`src/rtl/sll_multicycle_if.sv`:
```
// Operand/result handshake bundle for the iterative left shifter.
// slave = shifter side, master = ALU sequencer side.
interface sll_multicycle_if #(
  parameter int WIDTH   = 32,
  parameter int SHAMT_W = 5
);
  logic               flush;
  logic               in_valid;
  logic               in_ready;
  logic [WIDTH-1:0]   data_operandA;
  logic [SHAMT_W-1:0] ctrl_shiftamt;
  logic               out_valid;
  logic               out_ready;
  logic [WIDTH-1:0]   data_result;
  logic               overflow;
  logic               busy;

  modport slave (
    input  flush, in_valid, data_operandA,
    input  ctrl_shiftamt, out_ready,
    output in_ready, out_valid, data_result,
    output overflow, busy
  );

  modport master (
    output flush, in_valid, data_operandA,
    output ctrl_shiftamt, out_ready,
    input  in_ready, out_valid, data_result,
    input  overflow, busy
  );
endinterface

```
`src/rtl/sll_multicycle.sv`:
```
// Iterative logical-left shifter, up to STEP positions per cycle,
// with sticky overflow on any 1 bit shifted past the MSB.
module sll_multicycle #(
  parameter int WIDTH   = 32,
  parameter int SHAMT_W = 5,
  parameter int STEP    = 4
) (
  input  logic         clock,
  input  logic         reset_n,
  sll_multicycle_if.slave bus
);

  typedef enum logic [1:0] {
    IDLE,
    SHIFT,
    DONE
  } state_t;

  state_t             state_q, state_d;
  logic [WIDTH-1:0]   acc_q, acc_d;
  logic [WIDTH-1:0]   res_q, res_d;
  logic [SHAMT_W-1:0] rem_q, rem_d;
  logic               ovf_q, ovf_d;
  logic [SHAMT_W-1:0] k;
  logic [WIDTH+STEP-1:0] wide;

  // Upper STEP bits of wide catch whatever falls off the top.
  always_comb begin
    k = (int'(rem_q) < STEP) ? rem_q
                             : SHAMT_W'(STEP);
    wide = {{STEP{1'b0}}, acc_q} << k;
  end

  always_comb begin
    state_d = state_q;
    acc_d   = acc_q;
    res_d   = res_q;
    rem_d   = rem_q;
    ovf_d   = ovf_q;
    unique case (state_q)
      IDLE: begin
        if (bus.in_valid) begin
          acc_d = bus.data_operandA;
          rem_d = bus.ctrl_shiftamt;
          ovf_d = 1'b0;
          if (bus.ctrl_shiftamt == '0) begin
            state_d = DONE;
            res_d   = bus.data_operandA;
          end else begin
            state_d = SHIFT;
          end
        end
      end
      SHIFT: begin
        acc_d = wide[WIDTH-1:0];
        rem_d = rem_q - k;
        ovf_d = ovf_q | (|wide[WIDTH+STEP-1:WIDTH]);
        if (rem_d == '0) begin
          state_d = DONE;
          res_d   = wide[WIDTH-1:0];
        end
      end
      DONE: begin
        if (bus.out_ready) state_d = IDLE;
      end
      default: state_d = IDLE;
    endcase
    if (bus.flush) begin
      state_d = IDLE;
      res_d   = res_q;
      ovf_d   = ovf_q;
    end
  end

  always_ff @(posedge clock or negedge reset_n) begin
    if (!reset_n) begin
      state_q <= IDLE;
      acc_q   <= '0;
      res_q   <= '0;
      rem_q   <= '0;
      ovf_q   <= 1'b0;
    end else begin
      state_q <= state_d;
      acc_q   <= acc_d;
      res_q   <= res_d;
      rem_q   <= rem_d;
      ovf_q   <= ovf_d;
    end
  end

  assign bus.in_ready    = (state_q == IDLE);
  assign bus.out_valid   = (state_q == DONE);
  assign bus.busy        = (state_q != IDLE);
  assign bus.data_result = res_q;
  assign bus.overflow    = ovf_q;

endmodule

```
`src/flat_wrapper.sv`:
```
// flat-port wrapper written by rule: the top's interface ports become plain ports
module sll_multicycle_flat 
#(
  parameter int WIDTH   = 32,
  parameter int SHAMT_W = 5,
  parameter int STEP    = 4
)
  (clock, reset_n, bus_flush, bus_in_valid, bus_data_operandA, bus_ctrl_shiftamt, bus_out_ready, bus_in_ready, bus_out_valid, bus_data_result, bus_overflow, bus_busy);
  sll_multicycle_if #(.WIDTH(WIDTH), .SHAMT_W(SHAMT_W)) bus_i ();
  input  logic clock;
  input  logic reset_n;
  input wire logic [$bits(bus_i.flush)-1:0] bus_flush;
  input wire logic [$bits(bus_i.in_valid)-1:0] bus_in_valid;
  input wire logic [$bits(bus_i.data_operandA)-1:0] bus_data_operandA;
  input wire logic [$bits(bus_i.ctrl_shiftamt)-1:0] bus_ctrl_shiftamt;
  input wire logic [$bits(bus_i.out_ready)-1:0] bus_out_ready;
  output wire logic [$bits(bus_i.in_ready)-1:0] bus_in_ready;
  output wire logic [$bits(bus_i.out_valid)-1:0] bus_out_valid;
  output wire logic [$bits(bus_i.data_result)-1:0] bus_data_result;
  output wire logic [$bits(bus_i.overflow)-1:0] bus_overflow;
  output wire logic [$bits(bus_i.busy)-1:0] bus_busy;
  assign bus_i.flush = bus_flush;
  assign bus_i.in_valid = bus_in_valid;
  assign bus_i.data_operandA = bus_data_operandA;
  assign bus_i.ctrl_shiftamt = bus_ctrl_shiftamt;
  assign bus_i.out_ready = bus_out_ready;
  assign bus_in_ready = bus_i.in_ready;
  assign bus_out_valid = bus_i.out_valid;
  assign bus_data_result = bus_i.data_result;
  assign bus_overflow = bus_i.overflow;
  assign bus_busy = bus_i.busy;
  sll_multicycle #(.WIDTH(WIDTH), .SHAMT_W(SHAMT_W), .STEP(STEP)) u_core (.clock(clock), .reset_n(reset_n), .bus(bus_i));
endmodule
```
`config.mk`:
```
export PLATFORM = sky130hd
export DESIGN_NAME = sll_multicycle_flat
export DESIGN_NICKNAME = d
export VERILOG_FILES = /design/src/rtl/sll_multicycle_if.sv /design/src/rtl/sll_multicycle.sv /design/src/flat_wrapper.sv
export SDC_FILE = /design/constraint.sdc
export NUM_CORES = 1
export LEC_CHECK = 0
export CORE_MARGIN = 2
export CORE_UTILIZATION = 50
export DETAILED_ROUTE_END_ITERATION = 10
export PLACE_DENSITY = 0.81
export SYNTH_ARGS = -nofsm -noshare
export SYNTH_HDL_FRONTEND = slang
export SYNTH_SLANG_ARGS = --single-unit
```
`constraint.sdc`:
```
create_clock -name clock -period 4.35 [get_ports clock]
set_clock_uncertainty 0.1 [all_clocks]
set_input_delay 0.435 -clock clock [delete_from_list [all_inputs] [get_ports clock]]
set_output_delay 0.435 -clock clock [all_outputs]
set_load 0.02 [all_outputs]
```
# Word-level counts from Yosys, hierarchy flattened
# Index checks and enable logic that the tools add are counted.
[classes] add_sub_neg=1 order_cmp=1 eq_ne=8 shift=1 mux=17 bitwise_logic=2 reduce_logical=10
[ops] cell="$mux W32" count=4
[ops] cell="$pmux W32 S2" count=2
[ops] cell="$shl A32 B5 Y36" count=1
[ops] cell="$logic_not A5 Y1" count=2
[ops] cell="$mux W2" count=5
[ops] cell="$mux W5" count=2
[ops] cell="$pmux W5 S2" count=1
[ops] cell="$ne A3 B3 Y1 const B" count=2
[ops] cell="$pmux W2 S3" count=1
[ops] cell="$reduce_and A3 Y1" count=2
[ops] cell="$lt A5 B3 Y1 const B" count=1
[ops] cell="$reduce_and A5 Y1" count=1
[ops] cell="$sub A5 B5 Y5" count=1
[ops] cell="$ne A2 B1 Y1 const B" count=2
[ops] cell="$reduce_bool A2 Y1" count=2
[ops] cell="$reduce_or A4 Y1" count=1
[ops] cell="$ne A3 B2 Y1 const B" count=1
[ops] cell="$eq A2 B1 Y1 const B" count=1
[ops] cell="$eq A2 B2 Y1 const B" count=1
[ops] cell="$logic_not A2 Y1" count=1
[ops] cell="$ne A2 B2 Y1 const B" count=1
[ops] cell="$pmux W1 S2" count=1
[ops] cell="$reduce_and A2 Y1" count=1
[ops] cell="$mux W1" count=1
[ops] cell="2 further kinds" count=2
[word_totals] ff_bits=72 wordCells=45

# Depth between registers and ports, before layout
# Gate-level depths: netlist of the first run.
[logic_depth] ltp_word=7 ltp_mapped=11 depth_no_buf=8

# Worst setup path after synthesis of the first run
# No wires, ideal clock.
[synth_timing] kind="register to register" start="register u_core.rem_q[4]" end="register u_core.res_q[27], in the netlist u_core.bus.data_result[27]" arrival_time_ns=2.951 t_required_ns=4.122 path_slack_ns=1.171 stages_incl_launch_ff=12 n_path_buf=3 synth_period_minus_slack_ns=3.179 cell_sequence="dfrtp_1 -> clkbuf_1 -> or3_1 -> clkbuf_1 -> nand2_1 -> ha_1 -> a211o_1 -> nand2_1 -> a221o_1 -> a2111oi_4 -> buf_6 -> mux2_1"
[synth_between] elab_chain_cells=6 elab_cells_between_ends=9 classes_between="add/sub (1); order compare (1); eq/ne (1); shift (1); mux (3); reduce/logical (2)"
[synth_rtl] item="start: declaration" line="sll_multicycle.sv:22" source="logic [SHAMT_W-1:0] rem_q, rem_d;"
[synth_rtl] item="start signal: assignment" line="sll_multicycle.sv:86" source="rem_q <= rem_d;"
[synth_rtl] item="$lt A5 B3 Y1" line="sll_multicycle.sv:29" source="k = (int'(rem_q) < STEP) ? rem_q"
[synth_rtl] item="$mux W5" line="sll_multicycle.sv:29"
[synth_rtl] item="$sub A5 B5 Y5" line="sll_multicycle.sv:56" source="rem_d = rem_q - k;"
[synth_rtl] item="$logic_not A5 Y1" line="sll_multicycle.sv:58" source="if (rem_d == '0) begin"
[synth_rtl] item="$ne A2 B1 Y1 (no line)"
[synth_rtl] item="$reduce_and A5 Y1 (no line)"
[synth_rtl] item="end signal: assignment" line="sll_multicycle.sv:85" source="res_q <= res_d;"
[synth_rtl] item="end: declaration" line="sll_multicycle.sv:21" source="logic [WIDTH-1:0] res_q, res_d;"
# Several ways; a longest one is shown, not always the timed one. The select of a mux whose other input is x is not followed.
# A chain may end at the register's enable or synchronous reset.

# Worst setup path after layout of the first run
[layout_timing] start="register u_core.rem_q[2]" end="register u_core.res_q[29], in the netlist u_core.bus.data_result[29]"
# Same word-level chain as after synthesis.

==> impl_metrics.json, run 1 <==
{
  "whs_ns": 0.1275,
  "root_buffer": "clkbuf_8",
  "fmax_mhz": 286.6,
  "cp_max_fo": 25,
  "power.density_cell_area_mw_per_mm2": 702.4,
  "drc": 0,
  "post-cts-setup-buffers": 0,
  "synth_cell_type_count": 47,
  "clkTransAtPathRegs_ns": 0.08,
  "flops_latches_synth": 72,
  "synth_area_mm2": 0.004123,
  "count_of_mapped_cells_out_of_synthesis": 369,
  "floorplan.die.width_um": 94.81,
  "ios": 78,
  "critPathLaunchType": "flop",
  "drt_first_iter_violations": 207,
  "portBuffers": 77,
  "fp.dieH_um": 94.81,
  "route.antenna.remaining_nets": 0,
  "vdd_ir_drop_max_mv": 0.3271,
  "synth_sequential_area_ratio_pct": 43.70,
  "antenna_diodes": 0,
  "regToRegStartpoint": "u_core.rem_q[2]$_DFFE_PN0P_",
  "rr_worst_depth": 9,
  "grt_setup_unrepaired": "false",
  "initial_core_util_pct": 50.94,
  "drt-pass1-iter-count": 5,
  "timing.final.crit_period_ns": 3.490,
  "synth_largest_type_area_fraction_pct": 43.70,
  "worst-setup-path-type": "flop to flop",
  "setup_total_negative_slack_ns": 0,
  "n_fill_cell": 663,
  "grt_max_degree": 42,
  "first_global_vias": 3232,
  "setup_slack_ns": 0.8603,
  "yosys_warnings": 0,
  "syn_avg_cell_area_um2": 11.17,
  "drt-vias-per-instance": 6.073,
  "timing.hold.worst.class": "input pin to async pin",
  "first_pass_grt_wire_length_mm": 16.39,
  "cells_along_the_critical_path": "or3_1 -> nand2_1 -> ha_1 -> nor3_1 -> a31oi_1 -> a221o_1 -> a2111oi_4 -> buf_4 -> mux2_2",
  "clock_path_buffers": 2,
  "clk_sink_count": 72,
  "core_mm2": 0.008093,
  "worst_r2r_setup_slack_ns": 0.86,
  "postSynth.topFlopCell": "dfrtp_1",
  "synth_edf_count": 0,
  "clock_tree_from_tritoncts": "yes",
  "gp_congestion": 0.8577,
  "placement_rows": 33,
  "timing_hold_violations_final": 0,
  "worstSkewPairLatency_ns": 0.34,
  "report.final.setup_viol": 0,
  "setup_crit_end": "u_core.bus.data_result[29]$_DFFE_PN0P_",
  "flow.area_growth_from_synthesis_pct": 24.49,
  "die_area_mm2": 0.008988,
  "initial_antenna_violation_count": 0,
  "run_status": "completed",
  "drv_cap": 0,
  "cts-hold-fix-buffers": 0,
  "placed_wire_length_estimate_mm": 6.876,
  "timing.max_slew.rel_slack_pct": 32.16,
  "synthArstFlopShare_pct": 100.0,
  "final_layout_size_suffix_gt1_share_pct": 14.74,
  "cts-resized-gates": 0,
  "critical_path.slowest_cell": "dfrtp_1",
  "synthTopCellsByArea": "dfrtp_1, mux2i_1, mux2_4, a22oi_1, o221ai_1",
  "htree_levels": 3,
  "storage_element_area_mm2": 0.001802,
  "yosys.area.top_type": "dfrtp_1",
  "multi_input_comb_area_mm2": 0.002112,
  "critical_path.startpoint": "u_core.rem_q[2]$_DFFE_PN0P_",
  "worst-endpoint-required_ns": 4.48,
  "grt_overflow_total": 0,
  "avgRoutedWirePerCell_um": 17.99,
  "layout.nets": 479,
  "synthesis.nets": 412,
  "cts_buffers": 9,
  "arrival_ns": 3.62,
  "worst_setup_path_end_kind": "flop",
  "transition_time_at_the_pin_with_the_least_slew_margin_ns": 1.014,
  "power.leakage_nw": 2.078,
  "detailroute.via_count": 3316,
  "final_min_period_over_clock_period_pct": 80.22,
  "drt-total-wl_mm": 9.822,
  "critical-path-max-stage-delay_ns": 0.63,
  "grt_use_total_pct": 23.34,
  "finalMaxSlewViolations": 0,
  "rr_endpoint": "u_core.bus.data_result[29]$_DFFE_PN0P_",
  "post-place-ws_ns": 0.9065
}
==> cell usage in the layout (no fill, tap or decap), types with 5 or more instances in the layout <==
cell / count
mux2_4: 20
a21oi_1: 13
buf_4: 10
o21ai_1: 10
nor2_1: 13
o221ai_1: 22
nand3_1: 6
dfrtp_1: 72
a22oi_1: 27
clkdlybuf4s50_1: 76
nand2_1: 23
clkbuf_8: 9
mux2_1: 14
mux2_2: 13
mux2i_1: 41
o21ai_0: 5
o221a_1: 5
inv_1: 13
nor2b_1: 5
==> area by class of cell <==
class,instances,share of cell area (%)
multi-input cells,252,41.15
clock buffers,9,2.413
repair buffers,87,16.38
clock inverters,7,1.365
flip-flops and latches,72,35.10
well taps,105,2.560
inverters,14,1.024
==> kinds of logic after synthesis <==
kind of cell / count (synthesis) / share of synthesized area (%)
buffers and inverters: 45 / 5.311
DFF: 72 / 43.70
AOI/OAI and AO/OA: 105 / 19.39
and+or+nand+nor: 57 / 6.586
other: 1 / 0.09096
adders and majority gates: 1 / 0.3034
muxes: 88 / 24.61
==> layer usage <==
metal | share of wire [%] | vias up | global-route usage, %
met5 | 0 | - | 0
met4 | 1.1 | 0 | 5.072
met3 | 6.3 | 14 | 4.469
met2 | 48 | 117 | 35.40
met1 | 45 | 1644 | 34.85
li1 | - | 1541 | -
==> state kept, by name, indices dropped and copies added (netlist names) <==
| name | cells |
|---|---|
| u_core.rem_q | 5 |
| u_core.state_q | 2 |
| u_core.acc_q | 32 |
| u_core.bus.data_result | 32 |
| u_core.bus.overflow | 1 |
==> synth_stat cells, types with 2 or more instances <==
master    number
a21oi_1       13
nand2_1       23
mux2_4        20
buf_1          3
mux2i_1       41
mux2_2        13
buf_6          6
o211ai_1       4
o21ai_0        5
a22oi_1       27
dfrtp_1       72
nor3_1         2
a31o_1         4
inv_1         13
buf_2          4
mux2_1        14
nor2b_1        5
a21o_1         2
nand3_1        6
o221ai_1      22
clkbuf_1      18
o221a_1        5
nor2_1        13
o21ai_1       10
or3_1          2
==> critical path, delay by kind of cell (launching register included) <==
| family | cells | cell delay (ns) |
|---|---|---|
| AOI/OAI and AO/OA | 3 | 0.88 |
| DFF | 1 | 0.63 |
| buffers and inverters | 1 | 0.46 |
| and+or+nand+nor | 3 | 0.59 |
| adders and majority gates | 1 | 0.29 |
| muxes | 1 | 0.39 |
==> power by group <==
part | switching (W) | internal (W) | total, W | leakage [nW]
logic | 0.000855 | 0.000880 | 0.00173 | 1.10
registers | 0.000359 | 0.000989 | 0.00135 | 0.875
clock network | 0.000258 | 0.000265 | 0.000523 | 0.0994
==> how the worst min path moves through the flow <==
stage                                                 startpoint                                endpoint  slack [ns]  cells past startpoint
after detailed placement  u_core.bus.data_result[27]$_DFFE_PN0P_  u_core.bus.data_result[27]$_DFFE_PN0P_        0.38                      1
after global routing                                     reset_n             u_core.rem_q[2]$_DFFE_PN0P_        0.19                      1
final                                                    reset_n             u_core.rem_q[2]$_DFFE_PN0P_        0.13                      1
after global placement    u_core.bus.data_result[27]$_DFFE_PN0P_  u_core.bus.data_result[27]$_DFFE_PN0P_        0.37                      1
after floorplan                                          reset_n             u_core.acc_q[0]$_DFFE_PN0P_        0.04                      0
after CTS                                                reset_n             u_core.rem_q[2]$_DFFE_PN0P_        0.15                      1
==> through the flow <==
step | power, W | cell area, µm² | util [%] | std cells
after floorplan | 0.002461 | 4123 | - | 369
after global placement | 0.003033 | 4938 | 61.02 | 530
after detailed placement | 0.003077 | 4938 | 61.02 | 530
after CTS | 0.003613 | 5132 | 63.42 | 546
after global routing | 0.003844 | 5132 | 63.42 | 546
final | 0.003605 | 5132 | 63.42 | 546
Note: power is estimated with default switching activity, not from simulation.
==> run 2, diff against run 1 <==
--- a/config.mk
+++ b/config.mk
@@ -6,9 +6,9 @@
 export NUM_CORES = 1
 export LEC_CHECK = 0
 export CORE_MARGIN = 2
-export CORE_UTILIZATION = 50
+export CORE_UTILIZATION = 47
 export DETAILED_ROUTE_END_ITERATION = 10
-export PLACE_DENSITY = 0.81
+export PLACE_DENSITY = 0.8
 export SYNTH_ARGS = -nofsm -noshare
 export SYNTH_HDL_FRONTEND = slang
 export SYNTH_SLANG_ARGS = --single-unit
==> constraint.sdc (replaced) <==
create_clock -name clock -period 2.8 [get_ports clock]
set_clock_uncertainty 0.1 [all_clocks]
set_input_delay 0.28 -clock clock [delete_from_list [all_inputs] [get_ports clock]]
set_output_delay 0.28 -clock clock [all_outputs]
set_load 0.02 [all_outputs]
==> impl_metrics.json, run 2 (synthesized netlist as in run 1, its figures left out) <==
{
  "clock_path_buffers": 2,
  "root_buffer": "clkbuf_8",
  "placed_wire_length_estimate_mm": 7.307,
  "avgRoutedWirePerCell_um": 19.67,
  "clkTransAtPathRegs_ns": 0.07,
  "portBuffers": 77,
  "critPathLaunchType": "flop",
  "worst_setup_path_end_kind": "flop",
  "critical-path-max-stage-delay_ns": 0.41,
  "clk_sink_count": 72,
  "critical_path.slowest_cell": "or3_4",
  "core_mm2": 0.008593,
  "critical_path.startpoint": "u_core.rem_q[3]$_DFFE_PN0P_",
  "setup_total_negative_slack_ns": -1.263,
  "cells_along_the_critical_path": "or3_4 -> nand2_4 -> ha_4 -> a211o_1 -> nand2_1 -> a221o_1 -> a2111oi_4 -> buf_6 -> buf_12 -> mux2_4",
  "run_status": "complete, but fails checks",
  "power.leakage_nw": 2.265,
  "first_pass_grt_wire_length_mm": 17.44,
  "transition_time_at_the_pin_with_the_least_slew_margin_ns": 0.9735,
  "vdd_ir_drop_max_mv": 0.5142,
  "grt_setup_unrepaired": "true",
  "antenna_diodes": 0,
  "setup_slack_ns": -0.06976,
  "mostFrequentLayoutCell": "clkdlybuf4s50_1",
  "timing.max_slew.rel_slack_pct": 34.86,
  "gp_congestion": 0.9388,
  "fmax_mhz": 348.5,
  "initial_antenna_violation_count": 0,
  "grt_overflow_total": 0,
  "worst-endpoint-required_ns": 2.93,
  "drt-vias-per-instance": 6.294,
  "route.antenna.remaining_nets": 0,
  "clock_tree_from_tritoncts": "yes",
  "ios": 78,
  "initial_core_util_pct": 47.98,
  "fp.dieH_um": 97.66,
  "arrival_ns": 3.00,
  "cts_buffers": 9,
  "final_core_utilization_pct": 64.20,
  "die_area_mm2": 0.009537,
  "final_layout_size_suffix_gt1_share_pct": 19.87,
  "htree_levels": 3,
  "detailroute.via_count": 3594,
  "drc": 0,
  "cp_max_fo": 8,
  "layout.nets": 502,
  "drt-pass1-iter-count": 6,
  "flow.area_growth_from_synthesis_pct": 33.81,
  "timing.hold.worst.class": "flop to flop",
  "grt_max_degree": 38,
  "floorplan.die.width_um": 97.66,
  "final_min_period_over_clock_period_pct": 102.5,
  "finalMaxSlewViolations": 0,
  "regToRegStartpoint": "u_core.rem_q[3]$_DFFE_PN0P_",
  "worstSkewPairLatency_ns": 0.35,
  "grt_use_total_pct": 22.79,
  "final_cell_mix": "clkdlybuf4s50_1, dfrtp_1, mux2i_1",
  "timing.hold.worst.start": "u_core.bus.data_result[30]$_DFFE_PN0P_",
  "power.density_cell_area_mw_per_mm2": 1130,
  "drv_cap": 0,
  "drt-total-wl_mm": 11.23,
  "worst-setup-path-type": "flop to flop",
  "final_total_power_w": 0.006232,
  "timing.final.crit_period_ns": 2.870,
  "failed_checks": "negative setup slack",
  "report.final.setup_viol": 30,
  "first_global_vias": 3340,
  "placement_rows": 34,
  "timing_hold_violations_final": 0,
  "drt_first_iter_violations": 334
}
[run 2: final timing paths]
| check | slack (ns) | cells after the start | end |
|---|---|---|---|
| min in group asynchronous | 0.49 | 2 | u_core.bus.data_result[1]$_DFFE_PN0P_ |
| max reg2reg | -0.07 | 10 | u_core.bus.data_result[19]$_DFFE_PN0P_ |
| min reg2reg | 0.42 | 1 | u_core.bus.data_result[30]$_DFFE_PN0P_ |
| max | -0.07 | 10 | u_core.bus.data_result[19]$_DFFE_PN0P_ |
| max in group asynchronous | 1.42 | 3 | u_core.acc_q[20]$_DFFE_PN0P_ |
| min | 0.42 | 1 | u_core.bus.data_result[30]$_DFFE_PN0P_ |
[run 2: timing repair]
action | in CTS | in global routing
resized for setup | 3 | 23
buffers inserted | 2 | 7
cloned | 0 | 2
pin swaps | 0 | 7
hold buffers | 1 | 0
endpoints found under the hold margin | 35 | 0
setup endpoints to repair | 24 | 32
[run 2: area by class of cell]
class | count | area (µm²)
fill | 631 | 3077
multi-input combinational | 252 | 2160
clock buffer | 10 | 137.6
sequential | 72 | 1802
inverter | 14 | 52.55
clock inverter | 5 | 128.9
tap | 108 | 135.1
timing repair buffer | 110 | 1101
[run 2: per-layer routing]
layer  wire length, µm  vias up  GRT usage, %  share of wire (%)
met2              5249      197         35.54                 47
li1                  -     1583             -                  -
met3               828       28         5.755                7.4
met4               235        0         7.372                2.1
met5                 0        -             0                  0
met1              4918     1786         31.28                 44
[run 2: critical path, delay by kind of cell (launching register included)]
family,cells,cell delay [ns]
compound gates,3,0.90
fa+ha+maj,1,0.15
buf+inv,2,0.34
flops,1,0.38
mux,1,0.31
simple gates,3,0.56
[run 2: where the power goes]
part | switching, W | total [W] | internal [W] | leakage (nW)
Sequential | 0.000501 | 0.00204 | 0.00154 | 0.875
Combinational | 0.00153 | 0.00309 | 0.00155 | 1.26
Clock | 0.000403 | 0.00111 | 0.000703 | 0.133
[run 2: metrics by stage]
| stage | cell area, µm² | setup WS [ns] | cells | hold slack [ns] |
|---|---|---|---|---|
| after global placement | 5040 | 0.006408 | 544 | 0.3025 |
| after detailed placement | 5040 | -0.05715 | 544 | 0.3233 |
| final | 5517 | -0.06976 | 571 | 0.4156 |
| after CTS | 5374 | 0.006192 | 562 | 0.4180 |
| after global routing | 5517 | -0.1481 | 571 | 0.4279 |
| after floorplan | 4128 | 0.4074 | 369 | -0.1156 |
==> run 3, diff against run 2 <==
--- a/config.mk
+++ b/config.mk
@@ -5,6 +5,7 @@
 export SDC_FILE = /design/constraint.sdc
 export NUM_CORES = 1
 export LEC_CHECK = 0
+export CAP_MARGIN = 20
 export CORE_MARGIN = 2
 export CORE_UTILIZATION = 47
 export DETAILED_ROUTE_END_ITERATION = 10
==> results of run 3 <==
Final layout, timing and power as in run 2 (identical DEF).
